==> src/rtl/jenkins_oaat_stream_pkg.sv <==
`default_nettype none
// ============================================================================
//  Module   : jenkins_pkg
//  Purpose  : Shared types and arithmetic for the Jenkins one-at-a-time
//             streaming hash engine. Holds the hash width, the FSM state
//             encoding, and the per-byte mix and final avalanche functions.
//  Ports    : none (package)
//  Revision : 1.0  initial release
// ============================================================================
package jenkins_pkg;

  localparam int HASH_W = 32;

  typedef enum logic [1:0] {
    IDLE  = 2'd0,
    ACCUM = 2'd1,
    FIN   = 2'd2,
    OUT   = 2'd3
  } state_e;

  // Absorb one byte into the running state (all arithmetic modulo 2^32).
  function automatic logic [HASH_W-1:0] oaat_mix(input logic [HASH_W-1:0] work,
                                                  input logic [7:0]        b);
    logic [HASH_W-1:0] w;
    w = work + {24'd0, b};
    w = w + (w << 10);
    w = w ^ (w >> 6);
    return w;
  endfunction

  // Final avalanche applied once per message.
  function automatic logic [HASH_W-1:0] oaat_final(input logic [HASH_W-1:0] work);
    logic [HASH_W-1:0] f;
    f = work + (work << 3);
    f = f ^ (f >> 11);
    f = f + (f << 15);
    return f;
  endfunction

endpackage : jenkins_pkg
`default_nettype wire

==> src/rtl/jenkins_oaat_stream_if.sv <==
`default_nettype none
// ============================================================================
//  Module   : jenkins_oaat_stream_if
//  Purpose  : Input beat stream and hash result channel of the Jenkins
//             one-at-a-time engine.
//  Signals  : in_valid/in_ready/in_data/in_last/in_nbytes  - byte stream in
//             hash_valid/hash_ready/hash/hash_len          - result out
//  Modports : master - stream producer / result consumer
//             slave  - hash engine
//  Revision : 1.0  initial release
// ============================================================================
interface jenkins_oaat_stream_if #(
  parameter int BYTES = 1,
  parameter int LEN_W = 16
);
  import jenkins_pkg::*;

  localparam int NB_W = $clog2(BYTES + 1);

  logic                 in_valid;
  logic                 in_ready;
  logic [8*BYTES-1:0]   in_data;
  logic                 in_last;
  logic [NB_W-1:0]      in_nbytes;
  logic                 hash_valid;
  logic                 hash_ready;
  logic [HASH_W-1:0]    hash;
  logic [LEN_W-1:0]     hash_len;

  modport master (
    output in_valid, in_data, in_last, in_nbytes, hash_ready,
    input  in_ready, hash_valid, hash, hash_len
  );

  modport slave (
    input  in_valid, in_data, in_last, in_nbytes, hash_ready,
    output in_ready, hash_valid, hash, hash_len
  );

endinterface : jenkins_oaat_stream_if
`default_nettype wire

==> src/rtl/jenkins_oaat_stream_mix_chain.sv <==
`default_nettype none
// ============================================================================
//  Module   : jenkins_mix_chain
//  Purpose  : Combinational chain of one-at-a-time byte mixes. Bytes are
//             absorbed from byte 0 (data_i[7:0]) upward; only the first
//             nbytes_i bytes are mixed, the rest pass the state through.
//  Ports    : work_i   - running hash state before this beat
//             data_i   - BYTES message bytes
//             nbytes_i - number of leading bytes to absorb (0..BYTES)
//             work_o   - running hash state after this beat
//  Revision : 1.0  initial release
// ============================================================================
module jenkins_mix_chain
  import jenkins_pkg::*;
#(
  parameter int BYTES = 1
) (
  input  logic [HASH_W-1:0]            work_i,
  input  logic [8*BYTES-1:0]           data_i,
  input  logic [$clog2(BYTES+1)-1:0]   nbytes_i,
  output logic [HASH_W-1:0]            work_o
);

  localparam int NB_W = $clog2(BYTES + 1);

  logic [HASH_W-1:0] w_acc;

  always_comb begin
    w_acc = work_i;
    for (int i = 0; i < BYTES; i++) begin
      if (nbytes_i > NB_W'(i)) begin
        w_acc = oaat_mix(w_acc, data_i[8*i +: 8]);
      end
    end
    work_o = w_acc;
  end

endmodule : jenkins_mix_chain
`default_nettype wire

==> src/rtl/jenkins_oaat_stream.sv <==
`default_nettype none
// ============================================================================
//  Module   : jenkins_oaat_stream
//  Purpose  : Streaming Jenkins one-at-a-time hash. Absorbs 1..BYTES bytes
//             per accepted beat, finalises on the last beat and presents a
//             32-bit hash plus message length on a valid/ready channel.
//  Ports    : CLOCK   - clock, rising edge
//             RESET_N - synchronous active-low reset
//             bus     - jenkins_oaat_stream_if.slave (stream in, result out)
//  Revision : 1.0  initial release
// ============================================================================
module jenkins_oaat_stream
  import jenkins_pkg::*;
#(
  parameter int               BYTES = 1,
  parameter logic [HASH_W-1:0] SEED = 32'h0,
  parameter int               LEN_W = 16
) (
  input  logic                 CLOCK,
  input  logic                 RESET_N,
  jenkins_oaat_stream_if.slave bus
);

  localparam int NB_W = $clog2(BYTES + 1);

  state_e              state_q, state_d;
  logic [HASH_W-1:0]   work_q, work_d;
  logic [LEN_W-1:0]    len_q, len_d;
  logic [HASH_W-1:0]   hash_q, hash_d;
  logic [LEN_W-1:0]    hash_len_q, hash_len_d;

  logic [NB_W-1:0]     nb_eff;
  logic [HASH_W-1:0]   work_mixed;

  // Non-last beats absorb every byte; on a last beat the count is taken
  // from in_nbytes with out-of-range values clamped to BYTES.
  always_comb begin
    nb_eff = NB_W'(BYTES);
    if (bus.in_last && (bus.in_nbytes <= NB_W'(BYTES))) begin
      nb_eff = bus.in_nbytes;
    end
  end

  jenkins_mix_chain #(
    .BYTES    (BYTES)
  ) u_mix_chain (
    .work_i   (work_q),
    .data_i   (bus.in_data),
    .nbytes_i (nb_eff),
    .work_o   (work_mixed)
  );

  always_ff @(posedge CLOCK) begin
    if (!RESET_N) begin
      state_q    <= IDLE;
      work_q     <= SEED;
      len_q      <= '0;
      hash_q     <= '0;
      hash_len_q <= '0;
    end else begin
      state_q    <= state_d;
      work_q     <= work_d;
      len_q      <= len_d;
      hash_q     <= hash_d;
      hash_len_q <= hash_len_d;
    end
  end

  always_comb begin
    state_d        = state_q;
    work_d         = work_q;
    len_d          = len_q;
    hash_d         = hash_q;
    hash_len_d     = hash_len_q;
    bus.in_ready   = 1'b0;
    bus.hash_valid = 1'b0;

    case (state_q)
      IDLE, ACCUM: begin
        bus.in_ready = 1'b1;
        if (bus.in_valid) begin
          work_d  = work_mixed;
          len_d   = len_q + LEN_W'(nb_eff);
          state_d = bus.in_last ? FIN : ACCUM;
        end
      end
      FIN: begin
        hash_d     = oaat_final(work_q);
        hash_len_d = len_q;
        state_d    = OUT;
      end
      OUT: begin
        bus.hash_valid = 1'b1;
        if (bus.hash_ready) begin
          // Rearm for the next message; no overlap with a new input beat.
          work_d  = SEED;
          len_d   = '0;
          state_d = IDLE;
        end
      end
      default: state_d = IDLE;
    endcase
  end

  assign bus.hash     = hash_q;
  assign bus.hash_len = hash_len_q;

endmodule : jenkins_oaat_stream
`default_nettype wire

==> src/flat_wrapper.sv <==
// flat-port wrapper written by rule: the top's interface ports become plain ports
module jenkins_oaat_stream_flat import jenkins_pkg::*;
#(
  parameter int               BYTES = 1,
  parameter logic [HASH_W-1:0] SEED = 32'h0,
  parameter int               LEN_W = 16
)
  (CLOCK, RESET_N, bus_in_valid, bus_in_data, bus_in_last, bus_in_nbytes, bus_hash_ready, bus_in_ready, bus_hash_valid, bus_hash, bus_hash_len);
  jenkins_oaat_stream_if #(.BYTES(BYTES), .LEN_W(LEN_W)) bus_i ();
  input  logic CLOCK;
  input  logic RESET_N;
  input wire logic [$bits(bus_i.in_valid)-1:0] bus_in_valid;
  input wire logic [$bits(bus_i.in_data)-1:0] bus_in_data;
  input wire logic [$bits(bus_i.in_last)-1:0] bus_in_last;
  input wire logic [$bits(bus_i.in_nbytes)-1:0] bus_in_nbytes;
  input wire logic [$bits(bus_i.hash_ready)-1:0] bus_hash_ready;
  output wire logic [$bits(bus_i.in_ready)-1:0] bus_in_ready;
  output wire logic [$bits(bus_i.hash_valid)-1:0] bus_hash_valid;
  output wire logic [$bits(bus_i.hash)-1:0] bus_hash;
  output wire logic [$bits(bus_i.hash_len)-1:0] bus_hash_len;
  assign bus_i.in_valid = bus_in_valid;
  assign bus_i.in_data = bus_in_data;
  assign bus_i.in_last = bus_in_last;
  assign bus_i.in_nbytes = bus_in_nbytes;
  assign bus_i.hash_ready = bus_hash_ready;
  assign bus_in_ready = bus_i.in_ready;
  assign bus_hash_valid = bus_i.hash_valid;
  assign bus_hash = bus_i.hash;
  assign bus_hash_len = bus_i.hash_len;
  jenkins_oaat_stream #(.BYTES(BYTES), .SEED(SEED), .LEN_W(LEN_W)) u_core (.CLOCK(CLOCK), .RESET_N(RESET_N), .bus(bus_i));
endmodule
==> config.mk <==
export PLATFORM = sky130hd
export DESIGN_NAME = jenkins_oaat_stream_flat
export DESIGN_NICKNAME = d
export VERILOG_FILES = /design/src/rtl/jenkins_oaat_stream_pkg.sv /design/src/rtl/jenkins_oaat_stream_if.sv /design/src/rtl/jenkins_oaat_stream_mix_chain.sv /design/src/rtl/jenkins_oaat_stream.sv /design/src/flat_wrapper.sv
export SDC_FILE = /design/constraint.sdc
export NUM_CORES = 1
export LEC_CHECK = 0
export ABC_CLOCK_PERIOD_IN_PS = 8300
export CELL_PAD_IN_SITES_DETAIL_PLACEMENT = 1
export CELL_PAD_IN_SITES_GLOBAL_PLACEMENT = 1
export CORE_ASPECT_RATIO = 1.1
export CORE_MARGIN = 4
export CORE_UTILIZATION = 30
export CTS_CLUSTER_DIAMETER = 150
export DETAILED_ROUTE_END_ITERATION = 7
export PLACE_DENSITY = 0.68
export SLEW_MARGIN = 20
export SYNTH_ARGS = -nofsm -noshare
export SYNTH_HDL_FRONTEND = slang
export SYNTH_SLANG_ARGS = --single-unit
==> constraint.sdc <==
create_clock -name CLOCK -period 8.3 [get_ports CLOCK]
set_input_delay 1.245 -clock CLOCK [delete_from_list [all_inputs] [get_ports CLOCK]]
set_output_delay 1.245 -clock CLOCK [all_outputs]
set_load 0.01 [all_outputs]
==> flow_summary.ini <==
[worst_setup_path]
start_kind = primary input
crit_path_end_kind = register
crit_arrival_ps = 6960
criticalPathCategory = primary input to register
critPathMaxFanout = 5
cp.required_ps = 8540

[die]
floorplan.io_pins = 64
core_area_um2 = 26070
die-height_um = 178.5
placementRows = 62
die_w_um = 163.0
initial_core_util_pct = 30.40
dieArea_um2 = 29080

[drt]
vias_per_cell = 5.163
drtPass1Iterations = 5
drt_wl_total_um = 23600
drt.antenna.violating_nets = 0
remaining_drc_errors = 0
wl_per_cell_um = 16.54
vias = 7367
drtIter0Drc = 269

[job]
drv_cap = 0

[clocking]
cts_buffers = 9
cts_sinks = 98
post_cts_resized = 0
postCtsSetupBuffers = 0
clock_latency_ps = 350
cts_tree = yes
clk_pin_slew_ps = 70
root_buffer = clkbuf_16
clock_path_buffers = 2
hold_buffers = 0
htreeDepth = 3

[logic_synthesis]
synth_nets = 1117
synth_seq_cells = 98
yosysSeqAreaShare_pct = 24.76
synth.yosys.warnings = 0
synth_edf_count = 0
synthArstFlopShare_pct = 0
avgSynthCellArea_um2 = 7.731
synth_cell_types = 65
synth_flop_cell = dfxtp_1
synth_cells = 1025
syn_area_um2 = 7924

[timing]
fin_crit_sh_pct = 80.96
skew_ps = 13.71
max_freq_mhz = 148.8
rsz0062_at_grt = false
relSlewSlack_pct = 25.36
finalHoldViolCount = 0
finalSetupTns_ps = 0
tightestPinTransition_ps = 1106
maxSlewViolCount = 0
timing.final.ws_setup_ps = 1580
period_minus_slack_ps = 6720
finalSetupViolCount = 0

[cells_and_area]
layout_common_cells = 125 x nand2_1, 100 x nor2_1, 98 x dfxtp_1
nNetsFinal = 1162
drive_above_1_share_pct = 3.070
n_antenna_cell = 0
area_growth_pct = 16.22
layout_commonest_cell = nand2_1

[run_status]
status = completed

[min_path]
hold_path.class = register to register

[global_route]
track_usage_pct = 16.19
grt_first_pass_wirelength_um = 38640
grt_start_max_net_pins = 75
antenna_found_initial = 0
grt_pass1_vias = 7408
globalRoute.totalOverflow = 0

[placement]
post-place-ws_ps = 1310
port_buffers = 63
place_congestion = 0.8872
dpl.hpwl_um = 18830

[power]
p_leak_nw = 3.793
irDropWorstVdd_uv = 157.6
p_per_area_nw_per_um2 = 404.8
-- report_power, final --
group	internal, mW	total, mW	switching [mW]
logic	1.08	2.60	1.52
clock network	0.218	0.418	0.200
registers	0.564	0.708	0.143
total	1.87	3.73	1.86
-- flip-flops by register name, indices dropped and copies added, names as in the netlist --
| register | cells |
|---|---|
| u_core.bus.hash | 32 |
| u_core.bus.hash_len | 16 |
| u_core.len_q | 16 |
| u_core.state_q | 2 |
| u_core.work_q | 32 |
-- synthesized netlist by cell type, types with 8 or more instances --
| cell | instances | area (um^2) |
|---|---|---|
| nor2_1 | 101 | 379.1 |
| a22oi_1 | 22 | 165.2 |
| dfxtp_1 | 98 | 1962 |
| nand4_1 | 12 | 75.07 |
| xor2_1 | 55 | 481.7 |
| and2_1 | 11 | 68.82 |
| and3_1 | 13 | 81.33 |
| o21ai_0 | 40 | 200.2 |
| or3_1 | 10 | 62.56 |
| nand2_1 | 125 | 469.2 |
| a31oi_1 | 11 | 68.82 |
| inv_1 | 40 | 150.1 |
| a211oi_1 | 8 | 60.06 |
| a21o_1 | 26 | 195.2 |
| nand3_1 | 32 | 160.2 |
| o21bai_1 | 15 | 112.6 |
| ha_1 | 74 | 925.9 |
| nand2b_1 | 11 | 68.82 |
| a21oi_1 | 96 | 480.5 |
| xnor2_1 | 76 | 665.6 |
| clkbuf_1 | 26 | 97.59 |
| nor3_1 | 26 | 130.1 |
| nor2b_1 | 12 | 75.07 |
| o211ai_1 | 8 | 60.06 |
-- layout make-up --
type | count | area [um^2]
Clock buffer | 10 | 239.0
Clock inverter | 6 | 55.05
Fill cell | 3235 | 16860
Inverter | 40 | 150.1
Multi-Input combinational cell | 854 | 5689
Sequential cell | 98 | 1962
Tap cell | 352 | 440.4
Timing Repair Buffer | 67 | 673.1
-- layer usage --
layer / GRT usage, % / vias to the layer above / routed length [um]
li1: - / 3715 / -
met1: 20.95 / 3538 / 11020
met2: 29.01 / 91 / 11630
met3: 1.109 / 23 / 465
met4: 4.509 / 0 / 490
met5: 0 / - / 0
-- final timing paths --
path | start | to | slack [ps] | cells after the start
setup reg to reg | u_core.work_q[4] | u_core.bus.hash[31] | 2030 | 27
hold / removal | u_core.bus.hash[22] | u_core.bus.hash[22] | 450 | 2
setup / recovery | bus_in_data[0] | u_core.work_q[24] | 1580 | 28
hold reg to reg | u_core.bus.hash[22] | u_core.bus.hash[22] | 450 | 2
-- worst max-delay path, cell delays in order --
cell and delay [ps]:
clkdlybuf4s50_1 460, ha_1 190, inv_1 70, fa_1 400, nor2b_1 120, o21ai_0 100
a21boi_0 250, o21ai_0 130, nand2b_1 120, and2_1 150, o21ai_0 80, nand2b_1 240
nand3_1 180, xnor2_1 210, ha_1 190, inv_1 60, fa_1 400, inv_1 80
a21oi_1 60, o21bai_1 180, and2_1 210, a21oi_1 110, o31ai_1 440, a41oi_1 250
mux2_2 330, a211oi_1 380, mux2i_1 250, nand2_1 60
-- per-stage QoR --
step	instance area, um^2	instances	hold WS (ps)	power [mW]	utilization [%]
floorplan	7924	1025	444.3	2.618	-
global placement	8895	1410	441.4	3.252	34.13
detailed placement	8895	1410	445.3	3.297	34.13
CTS	9189	1426	454.5	3.738	35.25
global route	9209	1427	476.9	4.058	35.33
finish	9209	1427	449.3	3.728	35.33
-- cells by family (layout without fill, tap and decap cells) --
family,count (synthesis),in the layout,share of synthesized area [%]
xor+xnor,134,134,15.35
compound gates,270,270,21.74
fa+ha+maj,79,79,12.82
mux,4,4,0.5211
flops,98,98,24.76
buf+inv,73,123,3.616
simple gates,367,367,21.19
(Power assumes the default switching activity.)
